<file path="src/rtl/multi_queue_transmitter.sv">
// Multi-queue serial transmitter: per-channel FIFOs with a round-robin grant feeding one framed serial line.
// Optional feature: define TX_PARITY_EN to add an even-parity bit between the data bits and the stop bit.
module multi_queue_transmitter #(
  parameter int CHANNELS   = 10,
  parameter int WORD_SIZE  = 4,
  parameter int DEPTH      = 4,
  parameter int BIT_CYCLES = 1
) (
  input  logic                          clock,
  input  logic                          reset,
  input  logic                          write_strobe,
  input  logic [CHANNELS-1:0]           write_enable,
  input  logic [WORD_SIZE-1:0]          write_data,
  output logic                          tx_line,
  output logic                          tx_busy,
  output logic [$clog2(CHANNELS)-1:0]   tx_channel,
  output logic [CHANNELS-1:0]           queue_full,
  output logic [CHANNELS-1:0]           queue_empty,
  output logic [CHANNELS-1:0]           overflow
);
  localparam int CH_W  = $clog2(CHANNELS);
  localparam int PTR_W = $clog2(DEPTH);
  localparam int CNT_W = (BIT_CYCLES > 1) ? $clog2(BIT_CYCLES) : 1;
  localparam int IDX_W = (WORD_SIZE > 1) ? $clog2(WORD_SIZE) : 1;

`ifdef TX_PARITY_EN
  typedef enum logic [2:0] {IDLE, START, DATA, PARITY, STOP} state_t;
  logic                 par_q;
`else
  typedef enum logic [1:0] {IDLE, START, DATA, STOP} state_t;
`endif

  state_t               state_q, state_d;
  logic                 strobe_q;
  logic                 rise;
  logic [WORD_SIZE-1:0] mem [CHANNELS][DEPTH];
  logic [PTR_W-1:0]     wr_ptr [CHANNELS];
  logic [PTR_W-1:0]     rd_ptr [CHANNELS];
  logic [PTR_W:0]       occ    [CHANNELS];
  logic [CHANNELS-1:0]  push, pop;
  logic [CH_W-1:0]      last_grant, grant;
  logic                 grant_vld;
  logic [CNT_W-1:0]     bit_cnt;
  logic [IDX_W-1:0]     bit_idx;
  logic                 bit_end;
  logic [WORD_SIZE-1:0] shreg;

  assign rise    = write_strobe & ~strobe_q;
  assign bit_end = (bit_cnt == CNT_W'(BIT_CYCLES - 1));

  always_comb begin
    for (int c = 0; c < CHANNELS; c++) begin
      queue_empty[c] = (occ[c] == '0);
      queue_full[c]  = (occ[c] == (PTR_W+1)'(DEPTH));
    end
  end

  // Round-robin search starts just after the last granted channel.
  always_comb begin
    int idx;
    grant     = '0;
    grant_vld = 1'b0;
    idx       = 0;
    for (int i = 1; i <= CHANNELS; i++) begin
      idx = (int'(last_grant) + i) % CHANNELS;
      if (!grant_vld && !queue_empty[idx]) begin
        grant     = CH_W'(idx);
        grant_vld = 1'b1;
      end
    end
  end

  // Full is judged on pre-edge occupancy, so a same-cycle pop never makes room.
  always_comb begin
    for (int c = 0; c < CHANNELS; c++) begin
      push[c] = rise & write_enable[c] & ~queue_full[c];
      pop[c]  = (state_q == IDLE) && grant_vld && (grant == CH_W'(c));
    end
  end

  always_ff @(posedge clock or posedge reset) begin
    if (reset) begin
      strobe_q <= 1'b0;
      overflow <= '0;
      for (int c = 0; c < CHANNELS; c++) begin
        wr_ptr[c] <= '0;
        rd_ptr[c] <= '0;
        occ[c]    <= '0;
      end
    end else begin
      strobe_q <= write_strobe;
      for (int c = 0; c < CHANNELS; c++) begin
        if (rise && write_enable[c] && queue_full[c]) overflow[c] <= 1'b1;
        if (push[c]) wr_ptr[c] <= wr_ptr[c] + 1'b1;
        if (pop[c])  rd_ptr[c] <= rd_ptr[c] + 1'b1;
        case ({push[c], pop[c]})
          2'b10:   occ[c] <= occ[c] + 1'b1;
          2'b01:   occ[c] <= occ[c] - 1'b1;
          default: occ[c] <= occ[c];
        endcase
      end
    end
  end

  always_ff @(posedge clock) begin
    for (int c = 0; c < CHANNELS; c++)
      if (push[c]) mem[c][wr_ptr[c]] <= write_data;
  end

  always_ff @(posedge clock or posedge reset) begin
    if (reset) state_q <= IDLE;
    else       state_q <= state_d;
  end

  always_comb begin
    state_d = state_q;
    tx_line = 1'b1;
    tx_busy = (state_q != IDLE);
    case (state_q)
      IDLE:  if (grant_vld) state_d = START;
      START: begin
        tx_line = 1'b0;
        if (bit_end) state_d = DATA;
      end
      DATA: begin
        tx_line = shreg[0];
        if (bit_end && bit_idx == IDX_W'(WORD_SIZE - 1)) begin
`ifdef TX_PARITY_EN
          state_d = PARITY;
`else
          state_d = STOP;
`endif
        end
      end
`ifdef TX_PARITY_EN
      PARITY: begin
        tx_line = par_q;
        if (bit_end) state_d = STOP;
      end
`endif
      STOP:    if (bit_end) state_d = IDLE;
      default: state_d = IDLE;
    endcase
  end

  // Bit timing and grant bookkeeping; counters restart in IDLE for every frame.
  always_ff @(posedge clock or posedge reset) begin
    if (reset) begin
      bit_cnt    <= '0;
      bit_idx    <= '0;
      tx_channel <= '0;
      last_grant <= CH_W'(CHANNELS - 1);
    end else if (state_q == IDLE) begin
      bit_cnt <= '0;
      bit_idx <= '0;
      if (grant_vld) begin
        tx_channel <= grant;
        last_grant <= grant;
      end
    end else begin
      bit_cnt <= bit_end ? '0 : bit_cnt + 1'b1;
      if (state_q == DATA && bit_end) bit_idx <= bit_idx + 1'b1;
    end
  end

  always_ff @(posedge clock) begin
    if (state_q == IDLE && grant_vld) begin
      shreg <= mem[grant][rd_ptr[grant]];
`ifdef TX_PARITY_EN
      par_q <= ^mem[grant][rd_ptr[grant]];
`endif
    end else if (state_q == DATA && bit_end) begin
      shreg <= shreg >> 1;
    end
  end
endmodule

</file>
<file path="config.mk">
export PLATFORM = sky130hd
export DESIGN_NAME = multi_queue_transmitter
export DESIGN_NICKNAME = d
export VERILOG_FILES = /design/src/rtl/multi_queue_transmitter.sv
export SDC_FILE = /design/constraint.sdc
export NUM_CORES = 1
export LEC_CHECK = 0
export CAP_MARGIN = 25
export CORE_ASPECT_RATIO = 0.9
export CORE_MARGIN = 2
export CORE_UTILIZATION = 43
export CTS_CLUSTER_DIAMETER = 60
export CTS_CLUSTER_SIZE = 20
export DETAILED_ROUTE_END_ITERATION = 10
export PLACE_DENSITY_LB_ADDON = 0.08
export SYNTH_ARGS = -nofsm -noshare
export SYNTH_HDL_FRONTEND = slang
export SYNTH_SLANG_ARGS = --single-unit
</file>
<file path="constraint.sdc">
create_clock -name clock -period 8.2 [get_ports clock]
set_input_delay 2.46 -clock clock [delete_from_list [all_inputs] [get_ports clock]]
set_output_delay 2.46 -clock clock [all_outputs]
set_load 0.01 [all_outputs]
</file>
==> run metrics, run 1 <==
status finished, final reports clean; Mean Syn Cell Area around 11 um^2; Post-CTS Setup Repair Bufs 0; mean routed wirelength per cell between 20 and 25 um; first-pass GRT wire length ~70000 um; Tmin final about 7.6 ns; drt initial violations approximately 1100; die area between 30000 and 40000 um^2; Worst-Skew Late Latency between 0.5 and 0.6 ns; leading area contributor after synthesis edfxtp_1; Final Hold Fails 0; grt total ovfl 0; Hold Path Origin overflow[0]$_DFFE_PP0P_; Multi-input gate area 8290 um^2; placer congestion estimate between 0.9 and 1; die width around 210 um; Final Cycle Share 0.929; #FFs+latches synth 255; Worst Hold Path EP overflow[0]$_DFFE_PP0P_; met2 GRT Util 0.321; Worst EP arrival 7.91 ns; CTS buffer count 25; EDFF count, synth between 150 and 200; Layout area overhead 12.5%; post-CTS sizing 0; fraction of layout cells with a size suffix above 1 0.115; DR vias/cell slightly below 6; Final setup viols 0; r2r setup slk 0.58 ns; Crit Path Max Fanout 14; Die Span Y between 150 and 200 um; Cell variety after synth roughly 110; CP required about 8.5 ns; final WL about 45000 um; hold path cells 1; Slew HR 0.322; CP max-delay cell dfstp_2; Post-Syn Instances 1500; fmax roughly 130 MHz; # DRC 0; hold_buf cts 0; startpoint types flop; slowest cell delay on critical path between 0.6 and 0.7 ns; family with the most delay on the worst path compound AO/OA/AOI/OAI gates; MaxCap Viol Count 0; ys flop type edfxtp_1; sequential cell area between 7000 and 8000 um^2; met1 Use GR 0.369; Crit path buffers/inverters 4; critical path type flop to flop; setup tns final 0 ns; antenna-violating nets left 0; Tightest Pin Transition between 1 and 1.5 ns; CTS sink cnt between 200 and 300; number of global-route vias before repair between 10000 and 15000; post-synthesis cell area roughly 16000 um^2; clock buffer depth 3; fill cell count roughly 3400; Vias between 10000 and 15000; clk slew on worst S/H paths 0.07 ns; hold crit path type flop to flop; skew final 0.0195 ns; GR Util met3 0.0412; Slew Viols, Final 0; Initial DRT Pass Iterations 8; worst r2r dst shreg[1]$_DFFE_PP_; cells on worst reg2reg path 23; CTS root buf clkbuf_16; min setup slack post-route ~0.58 ns; largest net degree at the start of global routing 49; cells taking the most area after synthesis edfxtp_1 30%, dfrtp_1 14%, ha_1 7.0%; H-tree depth 1; Async S/R FF share, synth 0.357; most used routing layer in global routing met1; Setup WS pre-CTS just over 0.7 ns; TritonCTS clock tree done; Synth top area share 0.305; Post-DP HPWL roughly 33000 um; Total Routing Usage GR 0.231; warnings from Yosys 0; syn_nets 1618; port buffer count between 50 and 60; critical path, cell by cell clkinv_1, ha_1, a21oi_1, inv_1, ha_1, nand3b_1, o221ai_1, a41oi_1, o21ai_0, o2111a_1, a31o_2, nor2_1, o41a_1, o21ai_1, a31o_4, nor3b_1, a2111oi_4, buf_4, nor3_2, buf_4, mux2_1, nor4_1, o21ai_1; RSZ-0062 raised after global routing no; register area share after synthesis 0.446; initial antenna violation count 0; core area ~37000 um^2; R2R Path Start last_grant[3]$_DFFE_PP1N_; FP Rows 67; critical path endpoint category flop; IO Count 53; Initial Utilization 0.435; Layout Nets about 1700
flip-flops by register name, summed over array words and instances, names as in the netlist:
name,cells
bit_idx,2
rd_ptr,20
last_grant,2
mem,160
state_q,2
shreg,4
occ,30
strobe_q,1
tx_channel,4
wr_ptr,20
overflow,10
area by class of cell:
class,count,area share
inverter,103,0.0214
timing repair buffer,91,0.0458
clock buffer,27,0.0348
multi-input combinational,1084,0.456
clock inverter,18,0.0122
tap,483,0.0332
antenna,1,0.000138
sequential,255,0.396
worst max path at each step:
stage,slack [ns],from,to,depth (start not counted)
floorplan,1.48,tx_channel[1]$_DFFE_PP0N_,occ[20]$_DFFE_PP0P_,29
global placement,0.81,last_grant[3]$_DFFE_PP1N_,shreg[1]$_DFFE_PP_,23
detailed placement,0.72,last_grant[3]$_DFFE_PP1N_,shreg[1]$_DFFE_PP_,22
CTS,0.71,last_grant[3]$_DFFE_PP1N_,shreg[1]$_DFFE_PP_,22
global route,0.10,last_grant[3]$_DFFE_PP1N_,shreg[1]$_DFFE_PP_,22
finish,0.58,last_grant[3]$_DFFE_PP1N_,shreg[1]$_DFFE_PP_,23
cells in the final DEF (no fill, tap or decap), types with 9 or more instances in the layout:
master           count
a21o_1              12
a31o_2              13
nor2_1              89
o21ai_0             61
nor2b_1             10
and3_1              14
a31oi_1             13
inv_1               97
xor2_1              31
mux2_2              36
a211o_1             15
nor3_1              25
ha_1                91
a211oi_1            17
clkbuf_16           25
clkdlybuf4s50_1     52
edfxtp_1           164
fa_1                10
buf_4               37
nand2b_1            16
mux2i_1             91
o211ai_1            17
a22oi_1             12
nand2_1            108
and2_1              51
xnor2_1             49
o21a_1              10
nand4_1              9
nand3_1             30
dfrtp_1             89
a21oi_1             64
synthesized netlist by cell type (all sizes together), types with 9 or more instances:
cell type,n
or2,11
inv,100
edfxtp,164
a31oi,13
o21ai,68
nand4,9
and3,14
mux2i,91
o21a,10
mux2,39
a21boi,9
nor3,29
nand2b,17
a31o,14
xnor2,49
a21oi,65
a211oi,18
and2,52
a211o,16
fa,10
nor2,89
dfrtp,89
nand3,32
a21o,13
nor2b,11
xor2,32
a22oi,12
o211ai,17
nand2,108
buf,38
ha,91
clkbuf,20
cell families after synthesis:
group,synth area share
AO/OA/AOI/OAI,0.156
XOR/XNOR,0.0444
adder cells (fa/ha/maj),0.0848
buffers and inverters,0.0424
flip-flops,0.446
multiplexers,0.0954
AND/OR/NAND/NOR,0.131
metrics by stage:
step	hold WS, ns	std cells	cell area (um^2)	utilization
2_1_floorplan	0.440	1500	16200	-
3_3_place_gp	0.448	2015	17300	0.466
3_5_place_dp	0.457	2015	17300	0.466
4_1_cts	0.474	2060	18200	0.489
5_1_grt	0.481	2061	18200	0.490
6_report	0.466	2062	18200	0.490
metal layers:
layer	vias to the layer above	part of all wire
li1	5642	-
met1	5804	0.51
met2	393	0.40
met3	60	0.066
met4	0	0.021
met5	-	0
Power of run 1 is left out: the tool's default activity adds up to more than one toggle a clock period on the data nets, which glitch-free logic cannot reach.
==> run 2: changes to the inputs <==
--- a/config.mk
+++ b/config.mk
@@ -13,6 +13,7 @@
 export CTS_CLUSTER_SIZE = 20
 export DETAILED_ROUTE_END_ITERATION = 10
 export PLACE_DENSITY_LB_ADDON = 0.08
+export REMOVE_ABC_BUFFERS = 1
 export SYNTH_ARGS = -nofsm -noshare
 export SYNTH_HDL_FRONTEND = slang
 export SYNTH_SLANG_ARGS = --single-unit
==> run 2 against run 1 <==
Effect of this change: routed wire length fell by 0.77%; first-iteration DRC count grew 8.6%; die area unchanged; critical path depth unchanged; cell area shrank 0.36%; final cell count about the same; via count up 1.2%; clock skew up 0.00082 ns; hold slack worse by 0.0033 ns; critical endpoint is now shreg[0]$_DFFE_PP_.
==> run metrics, run 2 (same netlist as run 1, synthesis figures left out) <==
status finished, final reports clean (unchanged); most frequent cells in the layout 164 x edfxtp_1, 108 x nand2_1, 97 x inv_1 (unchanged); CTS buffer count 22 (was 25); final instance area 18100 um^2 (was 18200 um^2); fraction of layout cells with a size suffix above 1 0.115 (about the same); final WL 44600 um (was 45000 um); setup tns final 0 ns (unchanged); most common cell after layout, fill and taps aside edfxtp_1 (unchanged); Slew HR 0.327 (was 0.322); Initial DRT Pass Iterations 6 (was 8); Inst Count DP 2020 (was 2015); CTS root buf clkbuf_16 (unchanged); RSZ-0062 raised after global routing no (unchanged); CP required 8.49 ns (about the same); initial antenna violation count 0 (unchanged); mean routed wirelength per cell 21.6 um (was 21.8 um); post-CTS sizing 0 (unchanged); Crit Path Max Fanout 18 (was 14); H-tree depth 1 (unchanged); hold slack final 0.463 ns (was 0.466 ns); CP max-delay cell a2bb2oi_1 (was dfstp_2); clk slew on worst S/H paths 0.08 ns (was 0.07 ns); port buffer count 52 (unchanged); Critical Path Sink shreg[0]$_DFFE_PP_ (was shreg[1]$_DFFE_PP_); placer congestion estimate 0.995 (was 0.906); Worst-Skew Late Latency 0.54 ns (was 0.55 ns); skew final 0.0204 ns (was 0.0195 ns); Multi-input gate area 8280 um^2 (was 8290 um^2); worst r2r dst shreg[0]$_DFFE_PP_ (was shreg[1]$_DFFE_PP_); fin cells 2061 (was 2062); Final setup viols 0 (unchanged); Crit path buffers/inverters 2 (was 4); Final Cycle Share 0.927 (was 0.929); number of global-route vias before repair 11400 (was 11300); largest net degree at the start of global routing 54 (was 49); Vias 12000 (was 11900); critical path endpoint category flop (unchanged); # diodes 0 (was 1); CTS sink cnt 255 (unchanged); die area 39100 um^2 (unchanged); Total Routing Usage GR 0.229 (was 0.231); sequential cell area 7200 um^2 (unchanged); family with the most delay on the worst path simple AND/OR/NAND/NOR gates (was compound AO/OA/AOI/OAI gates); Slew Viols, Final 0 (unchanged); flip-flop count of the largest register after layout 160 (unchanged); Layout area overhead 12.1% (was 12.5%); Final Hold Fails 0 (unchanged); Tightest Pin Transition 1.00 ns (was 1.01 ns); slowest cell delay on critical path 0.57 ns (was 0.69 ns); fmax 132 MHz (was 131 MHz); core area 37100 um^2 (unchanged); R2R Path Start tx_channel[2]$_DFFE_PP0N_ (was last_grant[3]$_DFFE_PP1N_); critical path type flop to flop (unchanged); FP Rows 67 (unchanged); clock buffer depth 3 (unchanged); hold crit path type flop to flop (unchanged); CP Depth 23 (unchanged); # DRC 0 (unchanged); Post-DP HPWL 33300 um (was 32800 um); Initial Utilization 0.435 (unchanged); TritonCTS clock tree done (unchanged); Layout Nets 1680 (was 1678); hold_buf cts 0 (unchanged); grt total ovfl 0 (unchanged); critical path, cell by cell inv_1, ha_1, nand2b_1, xnor2_1, nand2_1, ha_1, nand2b_1, a21oi_1, o311ai_0, a2bb2oi_1, o211ai_1, and2_1, nor3_1, nor3b_4, o21ai_1, a31o_4, buf_4, nor3_1, a2111oi_4, nor3_2, mux2_2, a211oi_1, o31ai_1 (was clkinv_1, ha_1, a21oi_1, inv_1, ha_1, nand3b_1, o221ai_1, a41oi_1, o21ai_0, o2111a_1, a31o_2, nor2_1, o41a_1, o21ai_1, a31o_4, nor3b_1, a2111oi_4, buf_4, nor3_2, buf_4, mux2_1, nor4_1, o21ai_1); DR vias/cell 5.84 (was 5.77); first-pass GRT wire length 69700 um (was 69900 um); Die Span Y 188 um (unchanged); startpoint types flop (unchanged); cells on worst reg2reg path 23 (unchanged); MaxCap Viol Count 0 (unchanged); Placed Area 17300 um^2 (about the same); fill cell count 3404 (was 3413); antenna-violating nets left 0 (unchanged); Post-CTS Setup Repair Bufs 0 (unchanged); CP Launch Point tx_channel[2]$_DFFE_PP0N_ (was last_grant[3]$_DFFE_PP1N_); drt initial violations 1199 (was 1104); r2r setup slk 0.60 ns (was 0.58 ns); Worst EP arrival 7.89 ns (was 7.91 ns); IO Count 53 (unchanged); Tmin final 7.60 ns (was 7.62 ns); die width 208 um (unchanged)
[run 2: changes by cell type in the layout (fill, tap and decap cells not counted), moves of 2 or more]
| cell | delta |
|---|---|
| buf_4 | +6 |
| clkbuf_1 | +2 |
| clkinv_4 | -2 |
| clkinv_8 | +2 |
| inv_6 | -5 |
[run 2: worst reg2reg max path, cell delays in order, from the launching register on]
cell	delay, ns
dfrtp_1	0.52
inv_1	0.35
ha_1	0.40
nand2b_1	0.18
xnor2_1	0.45
nand2_1	0.10
ha_1	0.28
nand2b_1	0.22
a21oi_1	0.09
o311ai_0	0.31
a2bb2oi_1	0.57
o211ai_1	0.24
and2_1	0.25
nor3_1	0.52
nor3b_4	0.45
o21ai_1	0.14
a31o_4	0.32
buf_4	0.23
nor3_1	0.35
a2111oi_4	0.11
nor3_2	0.41
mux2_2	0.41
a211oi_1	0.33
o31ai_1	0.12
[run 2: worst min path at each step]
stage / from / slack (ns) / depth (start not counted) / to
after floorplan: rd_ptr[3]$_DFFE_PP0P_ / 0.44 / 1 / rd_ptr[3]$_DFFE_PP0P_
after global placement: overflow[7]$_DFFE_PP0P_ / 0.45 / 1 / overflow[7]$_DFFE_PP0P_
after detailed placement: overflow[8]$_DFFE_PP0P_ / 0.46 / 1 / overflow[8]$_DFFE_PP0P_
after CTS: overflow[7]$_DFFE_PP0P_ / 0.47 / 1 / overflow[7]$_DFFE_PP0P_
after global routing: overflow[5]$_DFFE_PP0P_ / 0.49 / 1 / overflow[5]$_DFFE_PP0P_
final: overflow[7]$_DFFE_PP0P_ / 0.46 / 1 / overflow[7]$_DFFE_PP0P_
[run 2: stage by stage]
step,utilization,setup slack (ns)
finish,0.488,0.596
global placement,0.466,0.629
detailed placement,0.466,0.672
CTS,0.488,0.678
floorplan,-,0.289
global route,0.488,0.0292
[run 2: per-layer routing]
layer / vias up / routed length [um] / part of all wire / track usage
met3: 59 / 3420 / 0.077 / 0.0435
met2: 398 / 17400 / 0.39 / 0.309
met1: 5936 / 23000 / 0.51 / 0.374
met4: 0 / 798 / 0.018 / 0.0434
li1: 5653 / - / - / -
met5: - / 0 / 0 / 0
[run 2: cell type report]
class / count / area share
well taps: 483 / 0.0334
clock inverters: 10 / 0.00801
flip-flops and latches: 255 / 0.398
repair buffers: 96 / 0.0468
inverters: 103 / 0.0215
clock buffers: 30 / 0.0355
multi-input cells: 1084 / 0.457
Power of run 2 is left out for the same reason.
==> run 3: changes to the inputs <==
--- a/config.mk
+++ b/config.mk
@@ -6,6 +6,8 @@
 export NUM_CORES = 1
 export LEC_CHECK = 0
 export CAP_MARGIN = 25
+export CELL_PAD_IN_SITES_DETAIL_PLACEMENT = 0
+export CELL_PAD_IN_SITES_GLOBAL_PLACEMENT = 1
 export CORE_ASPECT_RATIO = 0.9
 export CORE_MARGIN = 2
 export CORE_UTILIZATION = 43
==> constraint.sdc (replaced) <==
create_clock -name clock -period 6.4 [get_ports clock]
set_input_delay 1.92 -clock clock [delete_from_list [all_inputs] [get_ports clock]]
set_output_delay 1.92 -clock clock [all_outputs]
set_load 0.01 [all_outputs]
==> run 3 against run 2 <==
Effect of this change: hold slack gained 0.0058 ns; flip-flop and latch count did not move; clock skew increased by 0.017 ns; non-clock buffer count grew 105; die area did not move; routed wire length up 4.6%; global-route usage rose by 0.76 points; core utilization increased by 3.0 points; final cell count increased by 5.2%; fmax is 24% higher; critical path depth did not move.
==> run metrics, run 3 (same netlist as run 1, synthesis figures left out) <==
most common cell after layout, fill and taps aside edfxtp_1 (unchanged); antenna-violating nets left 0 (unchanged); critical path endpoint category flop (unchanged); hold crit path type flop to flop (unchanged); Layout Nets 1786 (was 1680); critical path, cell by cell clkinv_1, ha_1, a21oi_1, inv_1, ha_1, nand3b_1, o221ai_2, buf_4, a21oi_1, a31oi_1, and3_1, nor2_1, o41a_1, o21ai_1, a31o_4, buf_4, buf_6, mux2_2, nor2_1, a211oi_1, mux2_1, nor4_1, o21ai_1 (was inv_1, ha_1, nand2b_1, xnor2_1, nand2_1, ha_1, nand2b_1, a21oi_1, o311ai_0, a2bb2oi_1, o211ai_1, and2_1, nor3_1, nor3b_4, o21ai_1, a31o_4, buf_4, nor3_1, a2111oi_4, nor3_2, mux2_2, a211oi_1, o31ai_1); slowest cell delay on critical path 0.58 ns (was 0.57 ns); CP required 6.69 ns (was 8.49 ns); status finished, final reports clean (unchanged); initial antenna violation count 0 (unchanged); CTS buffer count 23 (was 22); critical path type flop to flop (unchanged); R2R Path Start last_grant[3]$_DFFE_PP1N_ (was tx_channel[2]$_DFFE_PP0N_); hold_buf cts 0 (unchanged); IO Count 53 (unchanged); drt initial violations 1071 (was 1199); # DRC 0 (unchanged); final WL 46700 um (was 44600 um); number of global-route vias before repair 11700 (was 11400); clock buffer depth 3 (unchanged); top layer in use met4 (unchanged); Post-DP HPWL 35000 um (was 33300 um); Worst-Skew Late Latency 0.56 ns (was 0.54 ns); mean routed wirelength per cell 21.5 um (was 21.6 um); Final Cycle Share 0.960 (was 0.927); Final setup viols 0 (unchanged); Initial DRT Pass Iterations 5 (was 6); Tightest Pin Transition 0.888 ns (was 1.00 ns); fmax 163 MHz (was 132 MHz); H-tree depth 1 (unchanged); die area 39100 um^2 (unchanged); TritonCTS clock tree done (unchanged); skew final 0.0374 ns (was 0.0204 ns); Layout area overhead 19.0% (was 12.1%); placer congestion estimate 0.957 (was 0.995); startpoint types flop (unchanged); CP max-delay cell dfstp_2 (was a2bb2oi_1); Multi-input gate area 8530 um^2 (was 8280 um^2); worst r2r dst shreg[1]$_DFFE_PP_ (was shreg[0]$_DFFE_PP_); Total Routing Usage GR 0.237 (was 0.229); met2 wire len 18900 um (was 17400 um); first-pass GRT wire length 71200 um (was 69700 um); core area 37100 um^2 (unchanged); Crit Path Max Fanout 11 (was 18); Routed met1 length 24300 um (was 23000 um); sequential cell area 7200 um^2 (unchanged); Vias 12300 (was 12000); CP Launch Point last_grant[3]$_DFFE_PP1N_ (was tx_channel[2]$_DFFE_PP0N_); Slew HR 0.408 (was 0.327); CTS root buf clkbuf_16 (unchanged); # diodes 0 (unchanged); cells on worst reg2reg path 23 (unchanged); Critical Path Sink shreg[1]$_DFFE_PP_ (was shreg[0]$_DFFE_PP_); Tmin final 6.15 ns (was 7.60 ns); port buffer count 52 (unchanged); FP Rows 67 (unchanged); r2r setup slk 0.25 ns (was 0.60 ns); Initial Utilization 0.435 (unchanged); most frequent cells in the layout 164 x edfxtp_1, 141 x buf_4, 106 x nand2_1 (was 164 x edfxtp_1, 108 x nand2_1, 97 x inv_1); clk slew on worst S/H paths 0.08 ns (about the same); fill cell count 3335 (was 3404); die width 208 um (unchanged); Final Hold Fails 0 (unchanged); flip-flop count of the largest register after layout 160 (unchanged); Worst EP arrival 6.43 ns (was 7.89 ns); Slew Viols, Final 0 (unchanged); DR vias/cell 5.68 (was 5.84); largest net degree at the start of global routing 64 (was 54); MaxCap Viol Count 0 (unchanged); fraction of layout cells with a size suffix above 1 0.196 (was 0.115); WL met3 2740 um (was 3420 um); Die Span Y 188 um (unchanged); Util after Layout 0.517 (was 0.488); grt total ovfl 0 (unchanged); CTS sink cnt 255 (unchanged)
[run 3: timing repair]
action / in CTS / in global routing
setup endpoints to repair: 0 / 23
resized for setup: 0 / 60
setup buffers: 0 / 5
hold endpoints to repair: 0 / 0
[run 3: layout make-up]
| class | instances | area share |
|---|---|---|
| Timing Repair Buffer | 201 | 0.0886 |
| Sequential cell | 255 | 0.375 |
| Clock buffer | 28 | 0.0314 |
| Tap cell | 483 | 0.0314 |
| Inverter | 103 | 0.0202 |
| Clock inverter | 14 | 0.00925 |
| Multi-Input combinational cell | 1084 | 0.444 |
[run 3: worst min path at each step]
stage,slack [ns],to,cells past startpoint,from
finish,0.47,overflow[0]$_DFFE_PP0P_,1,overflow[0]$_DFFE_PP0P_
global route,0.48,overflow[6]$_DFFE_PP0P_,1,overflow[6]$_DFFE_PP0P_
CTS,0.47,overflow[0]$_DFFE_PP0P_,1,overflow[0]$_DFFE_PP0P_
detailed placement,0.46,overflow[0]$_DFFE_PP0P_,1,overflow[0]$_DFFE_PP0P_
global placement,0.45,overflow[3]$_DFFE_PP0P_,1,overflow[3]$_DFFE_PP0P_
floorplan,0.44,rd_ptr[3]$_DFFE_PP0P_,1,rd_ptr[3]$_DFFE_PP0P_
[run 3: worst max-delay path, delay by kind of cell (launching register included)]
family	cells	cell delay, ns
mux	2	0.66
fa+ha+maj	2	0.64
flops	1	0.58
buf+inv	5	0.90
compound gates	9	2.03
simple gates	5	1.06
[run 3: layer usage]
layer  track usage  vias up
met1         0.387     6044
met5             0        -
met2         0.327      362
met4        0.0412        0
met3        0.0372       48
li1              -     5860
[run 3: through the flow]
stage / setup WS (ns) / std cells / area [um^2] / hold WS [ns] / setup TNS (ns)
after floorplan: -1.51 / 1442 / 15900 / 0.440 / -21.04
after global placement: 0.0315 / 2121 / 18100 / 0.449 / 0
after detailed placement: 0.123 / 2121 / 18100 / 0.455 / 0
after CTS: 0.0971 / 2163 / 18900 / 0.471 / 0
after global routing: -0.0137 / 2168 / 19200 / 0.485 / -0.0137
final: 0.254 / 2168 / 19200 / 0.469 / 0
Power of run 3 is left out for the same reason.
